$ cat config.mk
export PLATFORM = sky130hd
export DESIGN_NAME = nes_pad_emulator
export DESIGN_NICKNAME = d
export VERILOG_FILES = /design/src/rtl/nes_pkg.sv /design/src/rtl/nes_pad_emulator_sync_edge.sv /design/src/rtl/nes_pad_emulator.sv
export SDC_FILE = /design/constraint.sdc
export NUM_CORES = 1
export LEC_CHECK = 0
export CORE_MARGIN = 8
export CORE_UTILIZATION = 54
export CTS_BUF_LIST = sky130_fd_sc_hd__clkbuf_16
export CTS_CLUSTER_SIZE = 10
export DETAILED_ROUTE_END_ITERATION = 8
export GPL_TIMING_DRIVEN = 0
export PLACE_DENSITY = 0.77
export SYNTH_ARGS = -nofsm -noshare
export SYNTH_HDL_FRONTEND = slang
export SYNTH_SLANG_ARGS = --single-unit
$ cat constraint.sdc
create_clock -name inputclk -period 2.6 [get_ports inputclk]
set_input_delay 0.26 -clock inputclk [delete_from_list [all_inputs] [get_ports inputclk]]
set_output_delay 0.26 -clock inputclk [all_outputs]
set_load 0.02 [all_outputs]
$ cat src/rtl/nes_pkg.sv
// Shared NES pad definitions: serial bit order, frame length and pad FSM states.
package nes_pkg;

  // Number of bits in one NES controller frame.
  localparam int NES_BITS = 8;

  // Button positions within the parallel word and the serial stream.
  localparam int BTN_A      = 0;
  localparam int BTN_B      = 1;
  localparam int BTN_SELECT = 2;
  localparam int BTN_START  = 3;
  localparam int BTN_UP     = 4;
  localparam int BTN_DOWN   = 5;
  localparam int BTN_LEFT   = 6;
  localparam int BTN_RIGHT  = 7;

  // Width of the bit index output and its "frame drained" value.
  localparam int                   BIT_IDX_W   = 4;
  localparam logic [BIT_IDX_W-1:0] IDX_FIRST   = 4'd0;
  localparam logic [BIT_IDX_W-1:0] IDX_LAST    = 4'd7;
  localparam logic [BIT_IDX_W-1:0] IDX_DRAINED = 4'd8;

  // Pad emulator state machine.
  typedef enum logic [1:0] {
    DRAINED = 2'd0,
    LOAD    = 2'd1,
    SHIFT   = 2'd2
  } pad_state_t;

endpackage

$ cat src/rtl/nes_pad_emulator_sync_edge.sv
// Multi-stage synchronizer for one asynchronous host pin with a registered
// edge detector producing single-cycle rise/fall strobes.
module sync_edge #(
  parameter int SYNC_STAGES = 2
) (
  input  logic inputclk,
  input  logic reset_b,
  input  logic async_in,
  output logic level,
  output logic rise,
  output logic fall
);

  logic [SYNC_STAGES-1:0] r_sync;
  logic                   r_prev;

  // Shift the asynchronous pin through the synchronizer chain.
  always_ff @(posedge inputclk or negedge reset_b) begin
    if (!reset_b) begin
      r_sync <= '0;
    end else begin
      r_sync <= {r_sync[SYNC_STAGES-2:0], async_in};
    end
  end

  // Remember the previous synced level for edge detection.
  always_ff @(posedge inputclk or negedge reset_b) begin
    if (!reset_b) begin
      r_prev <= 1'b0;
    end else begin
      r_prev <= r_sync[SYNC_STAGES-1];
    end
  end

  assign level = r_sync[SYNC_STAGES-1];
  assign rise  = r_sync[SYNC_STAGES-1] & ~r_prev;
  assign fall  = ~r_sync[SYNC_STAGES-1] & r_prev;

endmodule

$ cat src/rtl/nes_pad_emulator.sv
// Device-side NES controller: answers the host latch/shift-clock protocol
// with the live button state on an active-low serial data pin.
module nes_pad_emulator
  import nes_pkg::*;
#(
  parameter int SYNC_STAGES    = 2,
  parameter int TIMEOUT_CYCLES = 1000000,
  parameter int TMO_W          = $clog2(TIMEOUT_CYCLES + 1)
) (
  input  logic                 inputclk,
  input  logic                 reset_b,
  input  logic [NES_BITS-1:0]  buttons,
  input  logic                 clklatch,
  input  logic                 clkout,
  output logic                 data,
  output logic                 frame_done,
  output logic                 host_active,
  output logic [BIT_IDX_W-1:0] bit_index
);

  localparam logic [TMO_W-1:0] TMO_MAX = TMO_W'(TIMEOUT_CYCLES);
  localparam logic [TMO_W-1:0] TMO_ONE = TMO_W'(1);

  logic w_lat_level;
  logic w_lat_rise;
  logic w_lat_fall;
  logic w_clk_level;
  logic w_clk_rise;
  logic w_clk_fall;
  logic w_unused;

  pad_state_t           r_state;
  logic [NES_BITS-1:0]  r_sr;
  logic                 r_data;
  logic                 r_frame_done;
  logic [BIT_IDX_W-1:0] r_bit_index;
  logic [TMO_W-1:0]     r_tmo_cnt;
  logic                 r_host_active;

  sync_edge #(.SYNC_STAGES(SYNC_STAGES)) u_sync_latch (
    .inputclk (inputclk),
    .reset_b  (reset_b),
    .async_in (clklatch),
    .level    (w_lat_level),
    .rise     (w_lat_rise),
    .fall     (w_lat_fall)
  );

  sync_edge #(.SYNC_STAGES(SYNC_STAGES)) u_sync_clk (
    .inputclk (inputclk),
    .reset_b  (reset_b),
    .async_in (clkout),
    .level    (w_clk_level),
    .rise     (w_clk_rise),
    .fall     (w_clk_fall)
  );

  // Only the rising edge of the shift clock matters to the pad.
  assign w_unused = w_clk_level ^ w_clk_fall;

  // Pad FSM: parallel load while latched, shift on clock edges, drain after 8 bits.
  always_ff @(posedge inputclk or negedge reset_b) begin
    if (!reset_b) begin
      r_state      <= DRAINED;
      r_sr         <= '0;
      r_data       <= 1'b1;
      r_frame_done <= 1'b0;
      r_bit_index  <= IDX_DRAINED;
    end else begin
      r_frame_done <= 1'b0;
      case (r_state)
        DRAINED: begin
          if (w_lat_level) begin
            r_state     <= LOAD;
            r_sr        <= buttons;
            r_data      <= ~buttons[BTN_A];
            r_bit_index <= IDX_FIRST;
          end else begin
            r_data      <= 1'b1;
            r_bit_index <= IDX_DRAINED;
          end
        end
        LOAD: begin
          // Parallel mode: shift clocks are ignored; the lat_fall cycle's load is the snapshot.
          r_sr        <= buttons;
          r_data      <= ~buttons[BTN_A];
          r_bit_index <= IDX_FIRST;
          if (w_lat_fall) begin
            r_state <= SHIFT;
          end else begin
            r_state <= LOAD;
          end
        end
        SHIFT: begin
          if (w_lat_rise) begin
            r_state     <= LOAD;
            r_sr        <= buttons;
            r_data      <= ~buttons[BTN_A];
            r_bit_index <= IDX_FIRST;
          end else if (w_clk_rise) begin
            r_sr <= {1'b0, r_sr[NES_BITS-1:1]};
            if (r_bit_index == IDX_LAST) begin
              r_state      <= DRAINED;
              r_data       <= 1'b1;
              r_bit_index  <= IDX_DRAINED;
              r_frame_done <= 1'b1;
            end else begin
              r_data      <= ~r_sr[1];
              r_bit_index <= r_bit_index + 4'd1;
            end
          end else begin
            r_data <= ~r_sr[0];
          end
        end
        default: begin
          r_state     <= DRAINED;
          r_data      <= 1'b1;
          r_bit_index <= IDX_DRAINED;
        end
      endcase
    end
  end

  // Latch-activity watchdog: clear on each latch rise, saturate at the timeout.
  always_ff @(posedge inputclk or negedge reset_b) begin
    if (!reset_b) begin
      r_tmo_cnt <= TMO_MAX;
    end else if (w_lat_rise) begin
      r_tmo_cnt <= '0;
    end else if (r_tmo_cnt < TMO_MAX) begin
      r_tmo_cnt <= r_tmo_cnt + TMO_ONE;
    end else begin
      r_tmo_cnt <= TMO_MAX;
    end
  end

  // Registered host-present flag derived from the watchdog count.
  always_ff @(posedge inputclk or negedge reset_b) begin
    if (!reset_b) begin
      r_host_active <= 1'b0;
    end else begin
      r_host_active <= (r_tmo_cnt < TMO_MAX);
    end
  end

  assign data        = r_data;
  assign frame_done  = r_frame_done;
  assign bit_index   = r_bit_index;
  assign host_active = r_host_active;

endmodule

Yosys cells after proc, flatten, opt, wreduce, memory -nomap -nowiden
Cells that the tools add are included.
{"block": "word_totals", "inputBits": 12, "ff_bits": 43, "out_inout_bits": 7}
{"block": "classes", "magnitude_cmp": 1, "n_reduce_logical": 4, "n_mux": 26, "n_bitwise": 9, "n_eq_ne": 6, "add_sub_neg": 2}
{"op": "20-bit 2-to-1 mux", "count": 2}
{"op": "8-bit 2-to-1 mux", "count": 3}
{"op": "8-bit case mux with 3 select lines", "count": 1}
{"op": "20-bit by 1-bit adder with 20-bit output (second input constant)", "count": 1}
{"op": "20-bit less-than comparator (second input constant)", "count": 1}
{"op": "4-bit 2-to-1 mux", "count": 4}
{"op": "4-bit case mux with 3 select lines", "count": 1}
{"op": "2-bit 2-to-1 mux", "count": 5}
{"op": "1-bit 2-to-1 mux", "count": 8}
{"op": "1-bit NOT", "count": 6}
{"op": "2-bit case mux with 3 select lines", "count": 1}
{"op": "3-bit AND reduction", "count": 2}
{"op": "4-bit by 1-bit adder with 4-bit output (second input constant)", "count": 1}
{"op": "4-bit by 3-bit equality test with 1-bit output (second input constant)", "count": 1}
{"op": "1-bit bitwise AND", "count": 3}
{"op": "3-bit by 1-bit != test with 1-bit output (second input constant)", "count": 1}
{"op": "3-bit by 2-bit != test with 1-bit output (second input constant)", "count": 1}
{"op": "1-bit case mux with 3 select lines", "count": 1}
{"op": "3-bit nonzero test", "count": 1}
{"op": "2-bit by 1-bit equality test with 1-bit output (second input constant)", "count": 1}
{"op": "2-bit equality test (second input constant)", "count": 1}
{"op": "2-bit logical NOT", "count": 1}
{"op": "2-bit by 1-bit != test with 1-bit output (second input constant)", "count": 1}

Depth between registers and ports, before layout
Gate-level depths: netlist (run 1).
{"block": "depth", "word_depth": 5, "depth_mapped": 6, "depth_no_buf": 5}

Modules after synthesis
From an unflattened synthesis (run 1), not the netlist that was laid out.
{"block": "hier_totals", "hier_cells": 192, "hier_area_um2": 2008.2}
{"mod": "nes_pad_emulator", "instances": 1, "area_each_um2": 1828.0, "cells_per_inst": 182}
{"mod": "sync_edge", "instances": 2, "area_each_um2": 90.1, "cells_per_inst": 5}

Worst setup path before layout (run 1)
Ideal clock, no wire load.
{"block": "synth_timing", "kind": "input port to flip-flop", "startpoint": "in r_tmo_cnt[9]", "endpoint": "reg r_tmo_cnt[17]", "path_buffers": 1, "setup_ns": 0.077, "arrival_time_ns": 1.808, "path_stages": 6, "path_slack_ns": 0.715, "cell_sequence": "dfstp_2 > nand3_2 > or4_1 > clkbuf_2 > or4_1 > a31oi_1"}
{"block": "synth_between", "elab_chain_len": 3}
{"element": "from (decl)", "line": "nes_pad_emulator.sv:37", "rtl": "logic [TMO_W-1:0] r_tmo_cnt;"}
{"element": "20-bit by 1-bit adder with 20-bit output or 20-bit less-than comparator (tied branches)", "line": "nes_pad_emulator.sv:131, nes_pad_emulator.sv:130"}
{"element": "20-bit 2-to-1 mux *", "line": "nes_pad_emulator.sv:130", "rtl": "end else if (r_tmo_cnt < TMO_MAX) begin"}
{"element": "20-bit 2-to-1 mux *", "line": "nes_pad_emulator.sv:128", "rtl": "end else if (w_lat_rise) begin"}
Mark *: on every way between the ends. The rest lies on a longest branch, timed or not.
A chain may end at the register's enable or synchronous reset.

Worst setup path after layout (run 1)
{"block": "layout_timing", "startpoint": "in r_tmo_cnt[0]", "endpoint": "reg r_tmo_cnt[18]"}
Same word-level chain as after synthesis.

==> results.md, run 1 <==
- Mapped Avg Cell Area: 10.4 um^2
- Peak supply drop: 0.478 mV
- Grt ovf: 0
- Root buf cell: clkbuf_16
- ANT nets after route: 0
- WL final: 4000 um
- Largest family of logic cells by synthesized area: simple AND/OR/NAND/NOR gates
- Placed cell count: 256
- Worst Setup Start Kind: flip-flop
- Drc violations: 0
- Util after Layout: 0.662
- Final Hold Vio Count: 0
- Overall Power: 1.68 mW
- Final std cells w/o fill: 264
- Flops & latches, synth: 43
- Critical-path top delay cell: or4_1
- Bufs and invs on worst path: 0
- Total vias in the final route: 1513
- Pwr dens: 709 mW/mm^2
- Clock Skew: 4.90 ps
- Sequential area share after synthesis: 0.552
- Post-synthesis net count: 204
- Pin count of the biggest net entering global routing: 44
- Max Cap Viol: 0
- Post-CTS Setup Repair Bufs: 0
- Yosys warns: 0
- I/O Pins: 19
- Sequence of cells on the critical path: ha_1 -> and3_2 -> nand4bb_1 -> or4_1 -> a31oi_1
- Clk_lat worst skew: 280 ps
- Slew Limit Fails: 0
- All-layer global routing usage: 0.145
- Synth unique cells: 40
- CP peak stage delay: 570 ps
- Global-route wire length before repair: 7030 um
- Crit path capture type: flip-flop
- Clk sinks: 43
- Minimum clock period: 2080 ps
- Actual slew at the worst max-slew pin: 916 ps
- Vias in the first global route: 1510
- Initial antenna violation count: 0
- CP Class: reg -> reg
- Adder-cell share of the synthesized area: 0.0127
- Global routing usage on met2: 0.241
- HP Class: in -> async
- GPL Wtd Cong: 0.806
- CTS resizes: 0
- Reg clk slew, reported paths: 60 ps
- Compound-cell area share of the yosys netlist: 0.127
- DPL Wire Length: 2760 um
- Worst EP required: 2790 ps
- Total CTS buffers: 5
- Hold buffers post-CTS: 0
- Post-Syn Area: 0.00197 mm^2
- Setup Viol. Count Final: 0
- IO buf count: 18
- CTS tree: yes
- Post-Synth Simple-Gate Area: 0.195
- Outcome: finished clean
- Synth Area in XOR/XNOR: 0.0534
- Final period util: 0.799
- CTS Buffer Depth: 2
- Initial Util: 0.550
- Die width: 76.4 um
- Die height: 76.4 um
- Die ar.: 0.00583 mm^2
- Critical Path AT: 2270 ps
- Pleak: 0.996 nW
- H-tree depth: 2
- Layout cells sized above 1: 0.111
- Row cnt: 22
- Post-synthesis mux area share: 0.0356
- Max FO, Critical Path: 7
- GR Util met3: 0.0472
- GR Util met1: 0.172
- Top Family by Delay on Critical Path: simple AND/OR/NAND/NOR gates
- Layout Nets: 229
- Core footprint: 0.00358 mm^2
- Drt pass-1 iters: 4
- Setup_tns: 0 ps
- FMAX: 481 MHz
- Area Overhead vs Synth: 20.3%
- Vias per cell: 5.73
- Iter 0 DRT Violations: 92
- GRT busiest layer: met2
- RSZ-0062 raised after global routing: no
- Ant diodes: 0
- Slew headroom: 0.389
- Gate Count Post-Synth: 190
- WL/cell: 15.1 um
-- path summary, 6_finish.rpt --
check | startpoint | endpoint | slack (ps) | cells past startpoint
worst max register to register | r_tmo_cnt[0]$_DFF_PN0_ | r_tmo_cnt[18]$_DFF_PN1_ | 520 | 5
max in group asynchronous | reset_b | r_tmo_cnt[1]$_DFF_PN0_ | 1910 | 1
worst min-delay path | reset_b | r_tmo_cnt[13]$_DFF_PN0_ | 120 | 1
worst max-delay path | r_tmo_cnt[0]$_DFF_PN0_ | r_tmo_cnt[18]$_DFF_PN1_ | 520 | 5
worst min register to register | u_sync_latch.r_sync[0]$_DFF_PN0_ | u_sync_latch.r_sync[1]$_DFF_PN0_ | 350 | 0
min in group inputclk | u_sync_latch.r_sync[0]$_DFF_PN0_ | u_sync_latch.r_sync[1]$_DFF_PN0_ | 350 | 0
-- metrics by stage --
step / hold slack, ps / instance area, um^2 / worst slack, ps
floorplan: -35.6 / 1970 / 715
global placement: 332 / 2210 / 288
CTS: 152 / 2370 / 506
detailed placement: 340 / 2200 / 582
finish: 116 / 2370 / 521
global route: 194 / 2370 / 375
-- worst register-to-register path, cell delays in order (launching register included) --
cell	delay (ps)
dfrtp_1	390
ha_1	260
and3_2	230
nand4bb_1	310
or4_1	570
a31oi_1	230
-- sequential cells by signal, indices dropped and copies added, names as in the netlist --
register and cells:
u_sync_latch.r_sync 2, r_tmo_cnt 20, r_sr 8, u_sync_clk.r_prev 1, u_sync_latch.r_prev 1, frame_done 1
bit_index 4, u_sync_clk.r_sync 2, r_state 2, host_active 1, data 1
-- cell usage in the layout (no fill, tap or decap), drive strengths merged, types with 3 or more instances in the layout --
master	synthesis	layout
or4	3	3
nand2	24	24
clkdlybuf4s50	0	17
xor2	6	6
a31oi	5	5
or3	5	5
nor3	3	3
o21ai	15	15
mux2i	7	7
nand3	7	7
buf	2	3
a21oi	9	9
and3	4	4
inv	4	4
nor2	14	14
clkbuf	4	9
dfrtp	34	34
nor2b	3	3
o31ai	3	3
nand2b	5	5
xnor2	6	6
dfstp	9	9
-- synthesized netlist by cell type (all sizes together) --
library cell,count,area (um^2)
and2,1,6.26
clkbuf,4,16.3
dfstp,9,236
a31oi,5,31.3
nand2b,5,31.3
nor2,14,52.6
o31ai,3,22.5
o21a,2,15.0
or4,3,22.5
o211ai,1,7.51
o32ai,1,8.76
nor2b,3,18.8
buf,2,16.3
ha,2,25.0
or3,5,31.3
o21ai,15,75.1
nor4,2,12.5
o32a,1,10.0
and3,4,26.3
mux2i,7,70.1
inv,4,15.0
o311ai,1,8.76
o22a,1,8.76
a21oi,9,45.0
nand3,7,45.0
nand3b,1,7.51
nand2,24,90.1
nand4bb,1,11.3
a311o,1,11.3
o22ai,1,6.26
dfrtp,34,851
nor3,3,15.0
xor2,6,52.6
xnor2,6,52.6
nand4,2,12.5
-- per-layer routing --
metal | wire length, um | vias to the layer above
met4 | 57 | 0
met1 | 1690 | 755
met2 | 2100 | 30
li1 | - | 721
met5 | 0 | -
met3 | 145 | 7
-- layout make-up --
cell class / count / area, um^2
buffer: 6 / 32.5
sequential: 43 / 1090
fill: 283 / 1210
timing repair buffer: 18 / 175
multi-input combinational: 137 / 833
clock buffer: 5 / 125
clock inverter: 3 / 38.8
inverter: 4 / 15.0
tap: 48 / 60.1
-- logic make-up after synthesis --
group	after synthesis
XOR/XNOR	12
buffers and inverters	10
adder cells (fa/ha/maj)	2
AND/OR/NAND/NOR	75
AO/OA/AOI/OAI	41
multiplexers	7
flip-flops	43
-- where the power goes --
group | internal (mW) | switching (mW)
clock | 0.447 | 0.234
combinational | 0.0864 | 0.103
sequential | 0.744 | 0.0630
Note: power is estimated with default switching activity, not from simulation.
==> inputs of run 2 (changes only) <==
- CORE_UTILIZATION: 54 -> 50
- PLACE_DENSITY: 0.77 -> 0.75
- clock period: 2.6 -> 1.8 ns (I/O delays scaled with it)
==> run 2 against run 1 <==
Compared with the run above:
- die area rose by 6.3%
- fmax is 13% higher
- critical path type unchanged
- global-route usage shrank 1.4 points
- flip-flop and latch count did not move
- final area rose by 3.1%
- worst setup slack worse by 560 ps
- worst hold slack better by 170 ps
- sequential share of layout area fell by 1.4 points
- the flow now finishes with violations (setup timing)
- total power up 36%
==> results.md, run 2 (synthesis results as in run 1) <==
- Setup WS post-layout: -38.9 ps (-560 ps)
- Util after Layout: 0.628 (-0.0332)
- Fill cells: 327 (+16%)
- Max FO, Critical Path: 5 (-2)
- Die height: 78.7 um (+3.1%)
- Critical Path AT: 2050 ps (-220 ps)
- Initial antenna violation count: 0 (unchanged)
- DPL Wire Length: 2540 um (-7.7%)
- Iter 0 DRT Violations: 43 (-53%)
- Hold_ws: 291 ps (+174 ps)
- Clock Skew: 5.41 ps (+0.519 ps)
- Area Overhead vs Synth: 24.0%
- WL final: 3680 um (-8.0%)
- Minimum clock period: 1840 ps (-240 ps)
- Sequence of cells on the critical path: nand3_2 -> or4_4 -> or4_1 -> a31oi_1
- Fin area: 0.00244 mm^2 (+3.1%)
- Drc violations: 0 (unchanged)
- GPL Wtd Cong: 0.797 (-1.2%)
- CP Class: reg -> reg
- CTS Buffer Depth: 2 (unchanged)
- Outcome: complete, but fails checks
- Row cnt: 23 (+4.5%)
- Pwr dens: 933 mW/mm^2 (+32%)
- Ant diodes: 0 (unchanged)
- CTS tree: yes
- Total vias in the final route: 1458 (-3.6%)
- RSZ-0062 raised after global routing: yes
- Slew Limit Fails: 0 (unchanged)
- H-tree depth: 2 (unchanged)
- Clk_lat worst skew: 280 ps (about the same)
- Post-DP Area: 0.00223 mm^2 (+1.0%)
- Commonest cells after routing, fill and taps aside: dfrtp_1, nand2_1, clkdlybuf4s50_1
- Clk sinks: 43 (unchanged)
- Reg clk slew, reported paths: 50 ps (about the same)
- Multi-input logic area: 873 um^2 (+4.8%)
- IO buf count: 18 (unchanged)
- Final Hold Vio Count: 0 (unchanged)
- FMAX: 544 MHz (+13%)
- HP Class: in -> async
- Setup_tns: -66.1 ps (-66.1 ps)
- Max Cap Viol: 0 (unchanged)
- I/O Pins: 19 (unchanged)
- Die ar.: 0.00620 mm^2 (+6.3%)
- Layout cells sized above 1: 0.164 (+0.0533)
- Actual slew at the worst max-slew pin: 555 ps (-362 ps)
- Peak supply drop: 0.549 mV (+15%)
- ANT nets after route: 0 (unchanged)
- Final period util: 1.02 (+0.222)
- Failing checks: setup timing
- Core footprint: 0.00388 mm^2 (+8.6%)
- Initial Util: 0.507 (-0.0434)
- Root buf cell: clkbuf_16
- Pleak: 1.05 nW (+5.1%)
- Vias per cell: 5.42 (-5.4%)
- Top reg by flops: r_tmo_cnt
- CP peak stage delay: 550 ps (-20 ps)
- Overall Power: 2.28 mW (+36%)
- Worst EP required: 2010 ps (-780 ps)
- Critical-path top delay cell: or4_4
- Slew headroom: 0.629 (+0.240)
- Crit path capture type: flip-flop
- Max reg flops: 20 (unchanged)
- Vias in the first global route: 1393 (-7.7%)
- WL/cell: 13.7 um (-9.7%)
- Layout Nets: 233 (+1.7%)
- Worst Setup Start Kind: flip-flop
- All-layer global routing usage: 0.131 (-0.0137)
- Placed cell count: 259 (+1.2%)
- Grt ovf: 0 (unchanged)
- Final std cells w/o fill: 269 (+1.9%)
- Pin count of the biggest net entering global routing: 35 (-20%)
- Global-route wire length before repair: 6470 um (-8.1%)
- Pre-CTS setup slack: -180 ps (-762 ps)
- Total area of sequential cells: 0.00109 mm^2 (unchanged)
- Drt pass-1 iters: 4 (unchanged)
- Die width: 78.7 um (+3.1%)
- Total CTS buffers: 5 (unchanged)
- Commonest non-fill, non-tap cell in the layout: dfrtp_1
- Setup Viol. Count Final: 2 (+2)
==> run 2: worst paths after layout <==
check / from / end / slack [ps] / cells after the start
worst max-delay path: r_tmo_cnt[9]$_DFF_PN1_ / r_tmo_cnt[17]$_DFF_PN1_ / -40 / 4
worst min-delay path: reset_b / r_tmo_cnt[10]$_DFF_PN0_ / 290 / 2
worst max register to register: r_tmo_cnt[9]$_DFF_PN1_ / r_tmo_cnt[17]$_DFF_PN1_ / -40 / 4
worst min register to register: u_sync_latch.r_sync[0]$_DFF_PN0_ / u_sync_latch.r_sync[1]$_DFF_PN0_ / 350 / 0
max in group asynchronous: reset_b / r_tmo_cnt[9]$_DFF_PN1_ / 1000 / 3
min in group inputclk: clklatch / u_sync_latch.r_sync[0]$_DFF_PN0_ / 340 / 1
==> run 2: layout make-up <==
class	instances	area share
buffer	4	0.0144
clock buffer	5	0.0513
clock inverter	2	0.00308
inverter	4	0.00615
multi-input combinational	137	0.358
sequential	43	0.445
tap	50	0.0256
timing repair buffer	24	0.0964
==> run 2: repair_timing <==
action / 4_1_cts / 5_1_grt
gates resized for setup: 10 / 5
setup buffers: 4 / 0
hold buffers: 1 / 0
endpoints found under the setup margin: 22 / 25
pin swaps: 2 / 1
hold endpoints to repair: 9 / 0
==> run 2: layer usage <==
metal | GRT usage | part of all wire | vias to the layer above
met1 | 0.173 | 0.49 | 699
met2 | 0.193 | 0.46 | 18
met4 | 0.0611 | 0.020 | 0
met5 | 0 | 0 | -
met3 | 0.0418 | 0.032 | 6
li1 | - | - | 735
==> run 2: worst max-delay path: cells and delay by family, from the launching register on <==
family / cells / cell delay [ps]
flops: 1 / 540
simple gates: 3 / 1040
compound gates: 1 / 170
==> run 2: where the power goes <==
group / internal, mW / switching (mW) / total [mW]
combinational: 0.142 / 0.153 / 0.295
sequential: 1.08 / 0.0892 / 1.16
clock: 0.495 / 0.323 / 0.818
==> inputs of run 3 (changes only) <==
==> constraint.sdc (replaced) <==
create_clock -name inputclk -period 1.8 [get_ports inputclk]
set_input_delay 0.27 -clock inputclk [delete_from_list [all_inputs] [get_ports inputclk]]
set_output_delay 0.27 -clock inputclk [all_outputs]
set_load 0.02 [all_outputs]
==> results of run 3 <==
The final DEF is identical to that of run 2. Status: complete, but fails checks: setup timing.
Main changes from that run: hold slack 291 ps -> 345 ps
